<file path="config.mk">
export PLATFORM = sky130hd
export DESIGN_NAME = ultrasound_scheduler
export DESIGN_NICKNAME = d
export VERILOG_FILES = /design/src/rtl/ultrasound_scheduler.sv
export SDC_FILE = /design/constraint.sdc
export NUM_CORES = 1
export LEC_CHECK = 0
export ABC_AREA = 1
export CAP_MARGIN = 20
export CORE_MARGIN = 2
export CORE_UTILIZATION = 50
export DETAILED_ROUTE_END_ITERATION = 7
export GPL_ROUTABILITY_DRIVEN = 0
export PLACE_DENSITY = 0.67
export SETUP_SLACK_MARGIN = 0.1
export SLEW_MARGIN = 25
export SYNTH_ARGS = -nofsm -noshare
export SYNTH_HDL_FRONTEND = slang
export SYNTH_SLANG_ARGS = --single-unit
</file>
<file path="constraint.sdc">
create_clock -name clk -period 10.1 [get_ports clk]
set_input_delay 2.02 -clock clk [delete_from_list [all_inputs] [get_ports clk]]
set_output_delay 2.02 -clock clk [all_outputs]
set_load 0.03 [all_outputs]
</file>
<file path="src/rtl/ultrasound_scheduler.sv">
// Round-robin trigger/echo sequencer for up to eight ultrasonic rangefinders.
// Define US_SCHED_FILTER_EN to add a 3-sample stability filter on each synchronized echo.
module ultrasound_scheduler #(
    parameter int NUM_CH         = 6,
    parameter int CNT_W          = 21,
    parameter int TRIG_CYCLES    = 500,
    parameter int TIMEOUT_CYCLES = 1500000,
    parameter int GUARD_CYCLES   = 250000
) (
    input  logic              clk,
    input  logic              reset,
    input  logic              enable,
    input  logic [NUM_CH-1:0] ch_mask,
    input  logic [NUM_CH-1:0] feedback_in,
    output logic [NUM_CH-1:0] trigger_out,
    input  logic [2:0]        rd_addr,
    input  logic              rd_strobe,
    output logic [CNT_W-1:0]  rd_data,
    output logic [NUM_CH-1:0] fresh,
    output logic [NUM_CH-1:0] timeout,
    output logic              busy,
    output logic [2:0]        cur_ch,
    output logic              done
);

    typedef enum logic [2:0] {S_IDLE, S_TRIG, S_WAIT_RISE, S_MEASURE, S_GUARD} state_t;

    localparam logic [CNT_W-1:0] TRIG_LAST  = CNT_W'(TRIG_CYCLES - 1);
    localparam logic [CNT_W-1:0] TIMEOUT_V  = CNT_W'(TIMEOUT_CYCLES);
    localparam logic [CNT_W-1:0] GUARD_LAST = CNT_W'(GUARD_CYCLES - 1);
    localparam logic [CNT_W-1:0] CNT_ZERO   = CNT_W'(0);
    localparam logic [CNT_W-1:0] CNT_ONE    = CNT_W'(1);
    localparam logic [2:0]       LAST_CH    = 3'(NUM_CH - 1);

    state_t              state_q, state_d;
    logic [CNT_W-1:0]    cnt_q, cnt_d;
    logic [2:0]          cur_ch_q, cur_ch_d;
    logic                wr_pend_q, wr_pend_d;
    logic                wr_to_q, wr_to_d;
    logic [CNT_W-1:0]    wr_val_q, wr_val_d;
    logic [NUM_CH-1:0]   trigger_q, trigger_d;
    logic                busy_q, busy_d;
    logic                done_q, done_d;
    logic [NUM_CH-1:0]   fresh_q, fresh_d;
    logic [NUM_CH-1:0]   timeout_q, timeout_d;
    logic [CNT_W-1:0]    result_q [NUM_CH];
    logic [CNT_W-1:0]    result_d [NUM_CH];
    logic [NUM_CH-1:0]   sync1_q, sync1_d;
    logic [NUM_CH-1:0]   sync2_q, sync2_d;
    logic [NUM_CH-1:0]   echo_s;

    // Lowest set mask bit strictly above cur, wrapping through bit 0 back to cur itself.
    function automatic logic [2:0] next_ch(input logic [2:0] cur, input logic [NUM_CH-1:0] mask);
        logic [2:0] sel;
        logic       found;
        int         idx;
        sel   = cur;
        found = 1'b0;
        for (int k = 1; k <= NUM_CH; k++) begin
            idx = int'(cur) + k;
            if (idx >= NUM_CH) begin
                idx = idx - NUM_CH;
            end else begin
                idx = idx;
            end
            if (!found && mask[idx]) begin
                sel   = 3'(idx);
                found = 1'b1;
            end else begin
                found = found;
            end
        end
        return sel;
    endfunction

`ifdef US_SCHED_FILTER_EN
    logic [NUM_CH-1:0] hist1_q, hist1_d, hist2_q, hist2_d, filt_q, filt_d;

    // Filter output follows a channel only once three consecutive samples agree.
    always_comb begin
        hist1_d = sync2_q;
        hist2_d = hist1_q;
        filt_d  = filt_q;
        for (int i = 0; i < NUM_CH; i++) begin
            if ((sync2_q[i] == hist1_q[i]) && (hist1_q[i] == hist2_q[i])) begin
                filt_d[i] = sync2_q[i];
            end else begin
                filt_d[i] = filt_q[i];
            end
        end
    end

    // Filter history and output registers.
    always_ff @(posedge clk or posedge reset) begin
        if (reset) begin
            hist1_q <= '0;
            hist2_q <= '0;
            filt_q  <= '0;
        end else begin
            hist1_q <= hist1_d;
            hist2_q <= hist2_d;
            filt_q  <= filt_d;
        end
    end

    assign echo_s = filt_q;
`else
    assign echo_s = sync2_q;
`endif

    // Sequencer: next state, shared cycle counter and pending result write.
    always_comb begin
        state_d   = state_q;
        cnt_d     = cnt_q;
        cur_ch_d  = cur_ch_q;
        wr_pend_d = 1'b0;
        wr_to_d   = 1'b0;
        wr_val_d  = wr_val_q;
        case (state_q)
            S_IDLE: begin
                if (enable && (ch_mask != '0)) begin
                    state_d  = S_TRIG;
                    cur_ch_d = next_ch(cur_ch_q, ch_mask);
                    cnt_d    = CNT_ZERO;
                end else begin
                    cnt_d = CNT_ZERO;
                end
            end
            S_TRIG: begin
                if (cnt_q == TRIG_LAST) begin
                    state_d = S_WAIT_RISE;
                    cnt_d   = CNT_ZERO;
                end else begin
                    cnt_d = cnt_q + CNT_ONE;
                end
            end
            S_WAIT_RISE: begin
                if (echo_s[cur_ch_q]) begin
                    // The cycle that sees the rising edge already counts toward the width.
                    state_d = S_MEASURE;
                    cnt_d   = CNT_ONE;
                end else if (cnt_q == TIMEOUT_V) begin
                    state_d   = S_GUARD;
                    cnt_d     = CNT_ZERO;
                    wr_pend_d = 1'b1;
                    wr_to_d   = 1'b1;
                    wr_val_d  = TIMEOUT_V;
                end else begin
                    cnt_d = cnt_q + CNT_ONE;
                end
            end
            S_MEASURE: begin
                if (cnt_q == TIMEOUT_V) begin
                    state_d   = S_GUARD;
                    cnt_d     = CNT_ZERO;
                    wr_pend_d = 1'b1;
                    wr_to_d   = 1'b1;
                    wr_val_d  = TIMEOUT_V;
                end else if (echo_s[cur_ch_q]) begin
                    cnt_d = cnt_q + CNT_ONE;
                end else begin
                    state_d   = S_GUARD;
                    cnt_d     = CNT_ZERO;
                    wr_pend_d = 1'b1;
                    wr_val_d  = cnt_q;
                end
            end
            S_GUARD: begin
                if (cnt_q == GUARD_LAST) begin
                    cnt_d = CNT_ZERO;
                    if (enable && (ch_mask != '0)) begin
                        state_d  = S_TRIG;
                        cur_ch_d = next_ch(cur_ch_q, ch_mask);
                    end else begin
                        state_d = S_IDLE;
                    end
                end else begin
                    cnt_d = cnt_q + CNT_ONE;
                end
            end
            default: begin
                state_d = S_IDLE;
                cnt_d   = CNT_ZERO;
            end
        endcase
    end

    // Output registers, result bank and per-channel status; a write beats a coincident read clear.
    always_comb begin
        sync1_d   = feedback_in;
        sync2_d   = sync1_q;
        busy_d    = (state_q != S_IDLE);
        done_d    = wr_pend_q;
        fresh_d   = fresh_q;
        timeout_d = timeout_q;
        result_d  = result_q;
        trigger_d = '0;
        for (int i = 0; i < NUM_CH; i++) begin
            trigger_d[i] = (state_q == S_TRIG) && (cur_ch_q == 3'(i));
            if (wr_pend_q && (cur_ch_q == 3'(i))) begin
                result_d[i]  = wr_val_q;
                fresh_d[i]   = 1'b1;
                timeout_d[i] = wr_to_q;
            end else if (rd_strobe && (rd_addr == 3'(i))) begin
                fresh_d[i] = 1'b0;
            end else begin
                fresh_d[i] = fresh_q[i];
            end
        end
    end

    // State and datapath registers.
    always_ff @(posedge clk or posedge reset) begin
        if (reset) begin
            state_q   <= S_IDLE;
            cnt_q     <= CNT_ZERO;
            cur_ch_q  <= LAST_CH;
            wr_pend_q <= 1'b0;
            wr_to_q   <= 1'b0;
            wr_val_q  <= CNT_ZERO;
            trigger_q <= '0;
            busy_q    <= 1'b0;
            done_q    <= 1'b0;
            fresh_q   <= '0;
            timeout_q <= '0;
            sync1_q   <= '0;
            sync2_q   <= '0;
            for (int i = 0; i < NUM_CH; i++) begin
                result_q[i] <= CNT_ZERO;
            end
        end else begin
            state_q   <= state_d;
            cnt_q     <= cnt_d;
            cur_ch_q  <= cur_ch_d;
            wr_pend_q <= wr_pend_d;
            wr_to_q   <= wr_to_d;
            wr_val_q  <= wr_val_d;
            trigger_q <= trigger_d;
            busy_q    <= busy_d;
            done_q    <= done_d;
            fresh_q   <= fresh_d;
            timeout_q <= timeout_d;
            sync1_q   <= sync1_d;
            sync2_q   <= sync2_d;
            result_q  <= result_d;
        end
    end

    // Read mux; addresses beyond the channel count read as zero.
    always_comb begin
        if (32'(rd_addr) < NUM_CH) begin
            rd_data = result_q[rd_addr];
        end else begin
            rd_data = CNT_ZERO;
        end
    end

    assign trigger_out = trigger_q;
    assign fresh       = fresh_q;
    assign timeout     = timeout_q;
    assign busy        = busy_q;
    assign cur_ch      = cur_ch_q;
    assign done        = done_q;

endmodule

</file>
==> reports/qor.txt, run 1 <==
status - finished clean
post-DP HPWL - 14.1 mm
Finished Layout Cells - 1480
count of input and output buffers - 62
register bit total from synthesis - 208
Core Rows - 51
Vias/cell - 5.34
Post-synth EDFFs - 0
CTS tree - yes
Final Setup Violations - 0
antenna violations before repair - 0
critical path cell sequence - clkdlybuf4s50_1, nand2_1, inv_1, nand2_1, nand4_1, nand2_1, o21ai_0, clkdlybuf4s50_1
Least-Margin Pin Slew - 878 ps
Comb pwr share - 4.0%
vias in the first global route - 7375
Post-Syn Area - 0.00986 sq mm
final worst path period need - 6670 ps
met3 GRT Util - 2.85%
Flop pwr share - 50.4%
Multi-input gate area - 0.00402 sq mm
Cell Area, Placed - 0.0107 sq mm
largest net degree at the start of global routing - 130
delay-heaviest family, CP - buffers and inverters
Critical Path AT - 4650 ps
clk_skew - 19.2 ps
Final Util - 58.7%
Starting Density - 50.8%
Worst Setup Start Kind - primary input
Fillers - 1782
I/O Pins - 63
Worst Setup Path Type - primary input to output pin
Psw - 0.364 mW
fraction of layout cells with a size suffix above 1 - 8.81%
Finished Cell Area - 0.0114 sq mm
crit path capture type - output pin
Fmax - 0.150 GHz
synth warn - 0
Horiz. Die Dim - 144 um
Worst Hold Class - flop to flop
Net Count, Synth - 1189
# DRC - 0
final worst slack - 3430 ps
Setup Buffers After CTS - 0
Die Height - 144 um
Power Internal - 1.30 mW
Worst Path Buf+Inv - 3
Routed Antenna Nets - 0
slowest CP cell - clkdlybuf4s50_1
Clk Latency, worst-skew pair - 500 ps
cells after synthesis - 1154
FF/Latch Area - 0.00521 sq mm
Rel. slew slack - 41.5%
syn avg cell area - 8.54 sq um
1st-iter DRT viols - 567
DR vias - 7896
H-tree levels - 1
core area - 0.0194 sq mm
Avg WL per Cell - 15.0 um
TNS Setup - 0 ps
GR Layer Usage met1 - 32.0%
DRT Pass-1 Iters - 5
GR Overflow Total - 0
Nets - 1234
CTS Buffer Depth - 3
Critical Path RT - 8080 ps
# clock sinks - 208
Clock transition at path regs - 50 ps
Root Buffer - clkbuf_16
hold slack final - 344 ps
die area - 0.0208 sq mm
placed cells - 1438
RSZ-0062 raised after global routing - false
P per Cell Area - 146 mW/mm^2
clock network power share - 45.6%
VDD IR max - 0.000106 V
n_diodes - 0
CTS buffer count - 23
synth-to-layout area growth - 15.5%
Overall Global Routing Usage - 22.3%
post-synthesis sequential area ratio - 52.8%
met2 Usage GRT - 36.7%
Sw Ratio - 21.9%
gr busiest metal - met2
Final Cycle Share - 66.0%
Power Total - 1.66 mW
Synth Flop Type - dfrtp_1
Leak - 5.09 nW
pre-CTS setup slack - 3340 ps
Async SR Flop Fraction - 100%
Cell variety after synth - 50
hold buffer count at CTS - 0
# Max-Cap Violations - 0
Max Fanout on Critical Path - 21
critical path's most frequent cell - nand2_1
fin. max-slew vios - 0
cells resized by post-CTS repair - 0
first-pass GRT wire length - 37.3 mm
final WL - 22.2 mm
Critical Path Max Stage Delay - 740 ps
count of final hold-check violations - 0
routing by layer:
layer,up-vias,routed length (um)
li1,3908,-
met1,3786,10500
met2,176,10400
met3,26,974
met4,0,310
met5,-,0
power groups by stage:
stage               Sequential (mW)  Clock [mW]  Combinational, mW
finish                        0.839       0.758             0.0672
global route                  0.838       0.808             0.0751
CTS                           0.839       0.776             0.0674
detailed placement            0.854           0             0.0673
global placement              0.854           0             0.0669
floorplan                     0.856           0             0.0382
synthesized netlist by cell type, types with 3 or more instances:
cell,number,area [sq um]
nor2_2,5,31.3
nand3_1,56,280
inv_1,93,349
nand3_2,7,70.1
clkbuf_1,43,161
nor4_1,8,50.1
nor2_1,32,120
nand4_1,22,138
dfrtp_1,206,5150
nor3_1,18,90.1
nand2_2,13,81.3
a22oi_1,26,195
nand2_1,324,1220
nor3_2,4,40.0
o21ai_0,165,826
a21oi_1,16,80.1
a21oi_2,3,26.3
ha_1,16,200
nor3b_1,3,22.5
o21ai_2,6,52.6
xor2_1,4,35.0
buf_4,4,30.0
clkinv_1,3,11.3
a32oi_1,5,43.8
o21ai_1,28,140
buf_2,4,20.0
inv_2,7,26.3
inv_4,3,18.8
cells by family after synthesis:
family                   after synthesis  share of synthesized area [%]
AND/OR/NAND/NOR                      499                           22.6
AO/OA/AOI/OAI                        264                           15.2
adder cells (fa/ha/maj)               16                           2.03
XOR/XNOR                               8                          0.863
flip-flops                           208                           52.8
buffers and inverters                159                           6.53
registers in the layout (all words and copies together), names as in the netlist:
| name | cells |
|---|---|
| timeout | 6 |
| cur_ch | 3 |
| done | 1 |
| echo_s | 6 |
| fresh | 6 |
| trigger_out | 6 |
| sync1_q | 6 |
| cnt_q | 21 |
| done_d | 1 |
| state_q | 3 |
| busy | 1 |
| wr_val_q | 21 |
| wr_to_q | 1 |
| result_q | 126 |
layout make-up:
type,instances,area share [%]
Clock inverter,6,0.297
Timing Repair Buffer,73,6.39
Tap cell,265,2.91
Multi-Input combinational cell,787,35.3
Clock buffer,35,5.72
Sequential cell,208,45.7
Inverter,106,3.63
path summary, 6_finish.rpt:
kind / start / cells past startpoint / to / slack [ps]
worst max-delay path: rd_addr[1] / 8 / rd_data[10] / 3430
worst min-delay path: sync1_q[0]$_DFF_PP0_ / 0 / echo_s[0]$_DFF_PP0_ / 340
worst max register to register: cur_ch[0]$_DFFE_PP1P_ / 20 / cur_ch[1]$_DFFE_PP0P_ / 6660
worst min register to register: sync1_q[0]$_DFF_PP0_ / 0 / echo_s[0]$_DFF_PP0_ / 340
max in group asynchronous: reset / 3 / result_q[6]$_DFFE_PP0P_ / 6810
min in group asynchronous: reset / 2 / timeout[1]$_DFFE_PP0P_ / 2090
layout by cell type, fill, tap and decap left out, types with 4 or more instances in the layout:
| master | n |
|---|---|
| nor3_2 | 4 |
| o21ai_1 | 28 |
| nand4_1 | 22 |
| clkinv_2 | 5 |
| nor2_1 | 30 |
| nor2_4 | 4 |
| o21ai_0 | 165 |
| nand2_2 | 13 |
| a21oi_1 | 16 |
| clkbuf_1 | 9 |
| clkbuf_16 | 23 |
| nor2_2 | 5 |
| nor4_1 | 8 |
| xor2_1 | 4 |
| nand3_1 | 56 |
| nand2_1 | 324 |
| nand3_2 | 7 |
| a22oi_1 | 26 |
| inv_1 | 92 |
| buf_4 | 9 |
| ha_1 | 16 |
| dfrtp_1 | 206 |
| o21ai_2 | 6 |
| clkdlybuf4s50_1 | 62 |
| a32oi_1 | 5 |
| nor3_1 | 18 |
| inv_2 | 7 |
(Power assumes the default switching activity.)
==> run 2: changes to the inputs <==
==> constraint.sdc (replaced) <==
create_clock -name clk -period 6.2 [get_ports clk]
set_input_delay 1.24 -clock clk [delete_from_list [all_inputs] [get_ports clk]]
set_output_delay 1.24 -clock clk [all_outputs]
set_load 0.03 [all_outputs]
==> reports/qor.txt, run 2 (synthesis gave the netlist of run 1 again) <==
status - finished clean
CTS Buffer Depth - 3
Critical Path RT - 4960 ps
cells resized by post-CTS repair - 0
Flop pwr share - 48.0%
Multi-input gate area - 0.00402 sq mm
Power Total - 2.85 mW
final WL - 22.9 mm
antenna violations before repair - 0
Worst Setup Path Type - primary input to output pin
GR Overflow Total - 0
DR vias - 7906
synth-to-layout area growth - 16.6%
n_diodes - 0
pre-CTS setup slack - 1220 ps
Rel. slew slack - 38.5%
Routed Antenna Nets - 0
H-tree levels - 1
Top Registers - result_q x126, cnt_q x21, wr_val_q x21
clock network power share - 48.2%
CTS buffer count - 22
hold buffer count at CTS - 0
Comb pwr share - 3.9%
Finished Layout Cells - 1483
Avg WL per Cell - 15.4 um
count of final hold-check violations - 0
TNS Setup - 0 ps
# clock sinks - 208
fin. max-slew vios - 0
Clock transition at path regs - 60 ps
Cell Area, Placed - 0.0107 sq mm
# Max-Cap Violations - 0
Biggest register - result_q
Sw Ratio - 21.2%
Die Height - 144 um
Fmax - 0.201 GHz
# DRC - 0
1st-iter DRT viols - 495
Worst Hold Class - flop to flop
Final Cycle Share - 80.4%
I/O Pins - 63
Finished Cell Area - 0.0115 sq mm
Fillers - 1771
Root Buffer - clkbuf_16
FF/Latch Area - 0.00521 sq mm
die area - 0.0208 sq mm
placed cells - 1444
final worst path period need - 4980 ps
Nets - 1238
Worst Setup Start Kind - primary input
post-DP HPWL - 14.9 mm
R2R Setup Slk - 2780 ps
Vias/cell - 5.33
first-pass GRT wire length - 38.0 mm
final worst slack - 1220 ps
RSZ-0062 raised after global routing - false
P per Cell Area - 248 mW/mm^2
clk_skew - 12.4 ps
Final Util - 59.2%
Psw - 0.603 mW
crit path capture type - output pin
core area - 0.0194 sq mm
count of input and output buffers - 62
Leak - 5.15 nW
Max Fanout on Critical Path - 17
Final Setup Violations - 0
Least-Margin Pin Slew - 923 ps
most common cell after layout, fill and taps aside - nand2_1
Largest register FFs - 126
vias in the first global route - 7505
hold slack final - 348 ps
most frequent cells in the layout - nand2_1 (324), dfrtp_1 (206), o21ai_0 (165)
Clk Latency, worst-skew pair - 500 ps
VDD IR max - 0.000216 V
fraction of layout cells with a size suffix above 1 - 9.61%
Power Internal - 2.24 mW
Starting Density - 50.8%
Critical Path AT - 3740 ps
CTS tree - yes
Overall Global Routing Usage - 22.8%
largest net degree at the start of global routing - 161
Horiz. Die Dim - 144 um
DRT Pass-1 Iters - 5
Setup Buffers After CTS - 0
Core Rows - 51
==> run 2: changes by cell type in the layout (fill, tap and decap cells not counted) <==
| cell | previous run | this run |
|---|---|---|
| buf_12 | 0 | 1 |
| buf_16 | 1 | 0 |
| buf_4 | 9 | 15 |
| buf_6 | 1 | 0 |
| bufinv_16 | 0 | 3 |
| clkbuf_1 | 9 | 2 |
| clkbuf_8 | 3 | 4 |
| clkinvlp_4 | 0 | 2 |
| inv_8 | 1 | 0 |
==> run 2: layer usage <==
layer | global-route usage [%] | vias up | share of wire (%)
li1 | - | 3913 | -
met2 | 36.2 | 187 | 46
met5 | 0 | - | 0
met4 | 5.16 | 0 | 1.6
met3 | 2.85 | 31 | 4.4
met1 | 33.7 | 3775 | 48
==> run 2: area by class of cell <==
type / instances / share of cell area, %
repair buffers: 78 / 6.55
clock buffers: 29 / 5.55
inverters: 106 / 3.56
flip-flops and latches: 208 / 45.3
well taps: 265 / 2.89
multi-input cells: 787 / 35.0
clock inverters: 10 / 1.14
==> run 2: worst paths after layout <==
kind | startpoint | endpoint | cells after the start
setup / recovery | rd_addr[0] | rd_data[10] | 7
setup reg to reg | cur_ch[0]$_DFFE_PP1P_ | cur_ch[1]$_DFFE_PP0P_ | 18
max in group asynchronous | reset | cnt_q[11]$_DFF_PP0_ | 4
min in group asynchronous | reset | timeout[5]$_DFFE_PP0P_ | 3
hold reg to reg | sync1_q[2]$_DFF_PP0_ | echo_s[2]$_DFF_PP0_ | 0
hold / removal | sync1_q[2]$_DFF_PP0_ | echo_s[2]$_DFF_PP0_ | 0
==> run 2: power by group through the flow <==
| stage | clock, mW | sequential, mW | combinational [mW] |
|---|---|---|---|
| floorplan | 0 | 1.40 | 0.0624 |
| global placement | 0 | 1.39 | 0.112 |
| detailed placement | 0 | 1.39 | 0.113 |
| CTS | 1.40 | 1.37 | 0.113 |
| global route | 1.46 | 1.37 | 0.124 |
| finish | 1.37 | 1.37 | 0.111 |
==> run 2: worst max-delay path: stages <==
cell and delay, ps:
clkdlybuf4s50_1 550, inv_1 100, nor2_4 320, buf_4 320
a22oi_1 100, o21ai_0 350, clkdlybuf4s50_1 750
==> run 3: changes to the inputs <==
--- a/config.mk
+++ b/config.mk
@@ -11,7 +11,7 @@
 export CORE_UTILIZATION = 50
 export DETAILED_ROUTE_END_ITERATION = 7
 export GPL_ROUTABILITY_DRIVEN = 0
-export PLACE_DENSITY = 0.67
+export PLACE_DENSITY = 0.7
 export SETUP_SLACK_MARGIN = 0.1
 export SLEW_MARGIN = 25
 export SYNTH_ARGS = -nofsm -noshare
==> constraint.sdc (replaced) <==
create_clock -name clk -period 4.4 [get_ports clk]
set_input_delay 0.88 -clock clk [delete_from_list [all_inputs] [get_ports clk]]
set_output_delay 0.88 -clock clk [all_outputs]
set_load 0.03 [all_outputs]
==> reports/qor.txt, run 3 (synthesis gave the netlist of run 1 again) <==
RSZ-0062 raised after global routing - false
Top Registers - result_q x126, cnt_q x21, wr_val_q x21
Power Total - 4.12 mW
fraction of layout cells with a size suffix above 1 - 10.1%
die area - 0.0208 sq mm
Max Fanout on Critical Path - 21
DRT Pass-1 Iters - 5
Worst Hold Class - flop to flop
H-tree levels - 1
Avg WL per Cell - 15.3 um
crit path capture type - output pin
Critical Path AT - 3040 ps
n_diodes - 0
Fmax - 0.255 GHz
CTS Buffer Depth - 3
hold buffer count at CTS - 0
I/O Pins - 63
Least-Margin Pin Slew - 694 ps
# clock sinks - 208
Critical Path RT - 3520 ps
Horiz. Die Dim - 144 um
post-DP HPWL - 14.4 mm
Largest register FFs - 126
Vias/cell - 5.39
first-pass GRT wire length - 38.3 mm
Routed Antenna Nets - 0
Overall Global Routing Usage - 22.7%
Worst Setup Start Kind - primary input
# DRC - 0
vias in the first global route - 7751
Worst Setup Path Type - primary input to output pin
fin. max-slew vios - 0
Final Util - 59.9%
DR vias - 8010
synth-to-layout area growth - 17.9%
status - finished clean
most common cell after layout, fill and taps aside - nand2_1
count of input and output buffers - 62
Clk Latency, worst-skew pair - 510 ps
Setup Buffers After CTS - 0
Clock transition at path regs - 50 ps
Root Buffer - clkbuf_16
Rel. slew slack - 53.4%
VDD IR max - 0.000284 V
core area - 0.0194 sq mm
count of final hold-check violations - 0
Starting Density - 50.8%
CTS buffer count - 24
CTS tree - yes
P per Cell Area - 354 mW/mm^2
final WL - 22.7 mm
# Max-Cap Violations - 0
most frequent cells in the layout - nand2_1 (324), dfrtp_1 (206), o21ai_0 (165)
1st-iter DRT viols - 568
Leak - 5.21 nW
hold slack final - 351 ps
cells resized by post-CTS repair - 0
largest net degree at the start of global routing - 54
clk_skew - 13.6 ps
Nets - 1242
Final Cycle Share - 89.1%
Final Setup Violations - 0
antenna violations before repair - 0
TNS Setup - 0 ps
GR Overflow Total - 0
final worst path period need - 3920 ps
Die Height - 144 um
Biggest register - result_q
Core Rows - 51
==> run 3: cell count changes in the layout (fill, tap and decap cells not counted), moves of 2 or more <==
cell             delta
buf_12              +6
clkbuf_1            +3
clkbuf_16           +2
clkbuf_8            +4
clkdlybuf4s50_1     -5
clkinv_2            -5
==> run 3: metrics by stage <==
stage                     setup WS [ps]  instances  instance area [sq um]
final                               482       1487                  11600
after detailed placement            505       1446                  10800
after global routing                344       1487                  11600
after global placement              538       1445                  10800
after CTS                           504       1487                  11600
after floorplan                     821       1154                   9860
==> run 3: where the power goes <==
group          total, mW  internal [mW]  switching, mW
clock               2.03           1.28          0.746
combinational      0.165         0.0525          0.112
sequential          1.93           1.92        0.00339
total               4.12           3.26          0.861
==> run 3: final timing paths <==
check / start / end / slack (ps) / depth (start not counted)
setup / recovery: rd_addr[1] / rd_data[18] / 480 / 9
hold / removal: sync1_q[3]$_DFF_PP0_ / echo_s[3]$_DFF_PP0_ / 350 / 0
setup reg to reg: cur_ch[0]$_DFFE_PP1P_ / cur_ch[1]$_DFFE_PP0P_ / 1120 / 21
hold reg to reg: sync1_q[3]$_DFF_PP0_ / echo_s[3]$_DFF_PP0_ / 350 / 0
max in group asynchronous: reset / done$_DFF_PP0_ / 2810 / 4
min in group asynchronous: reset / cnt_q[1]$_DFF_PP0_ / 750 / 2
==> run 3: area by class of cell <==
type | instances | area [sq um]
Clock inverter | 3 | 67.6
Fill cell | 1716 | 7780
Clock buffer | 38 | 754
Sequential cell | 208 | 5210
Tap cell | 265 | 332
Inverter | 106 | 409
Multi-Input combinational cell | 787 | 4020
Timing Repair Buffer | 80 | 831
==> run 3: critical path, cell delays in order <==
cell             delay (ps)
clkdlybuf4s50_1         580
nand2_1                 100
inv_1                    60
buf_4                   280
nand2_1                  90
nand4_1                 100
nand2_1                  50
o21ai_0                 150
clkdlybuf4s50_1         740
==> run 3: per-layer routing <==
metal | GRT usage (%) | vias to the layer above | wire length (um)
li1 | - | 3930 | -
met1 | 32.8 | 3863 | 10900
met2 | 37.0 | 184 | 10500
met3 | 2.62 | 33 | 913
met4 | 5.16 | 0 | 406
met5 | 0 | - | 0
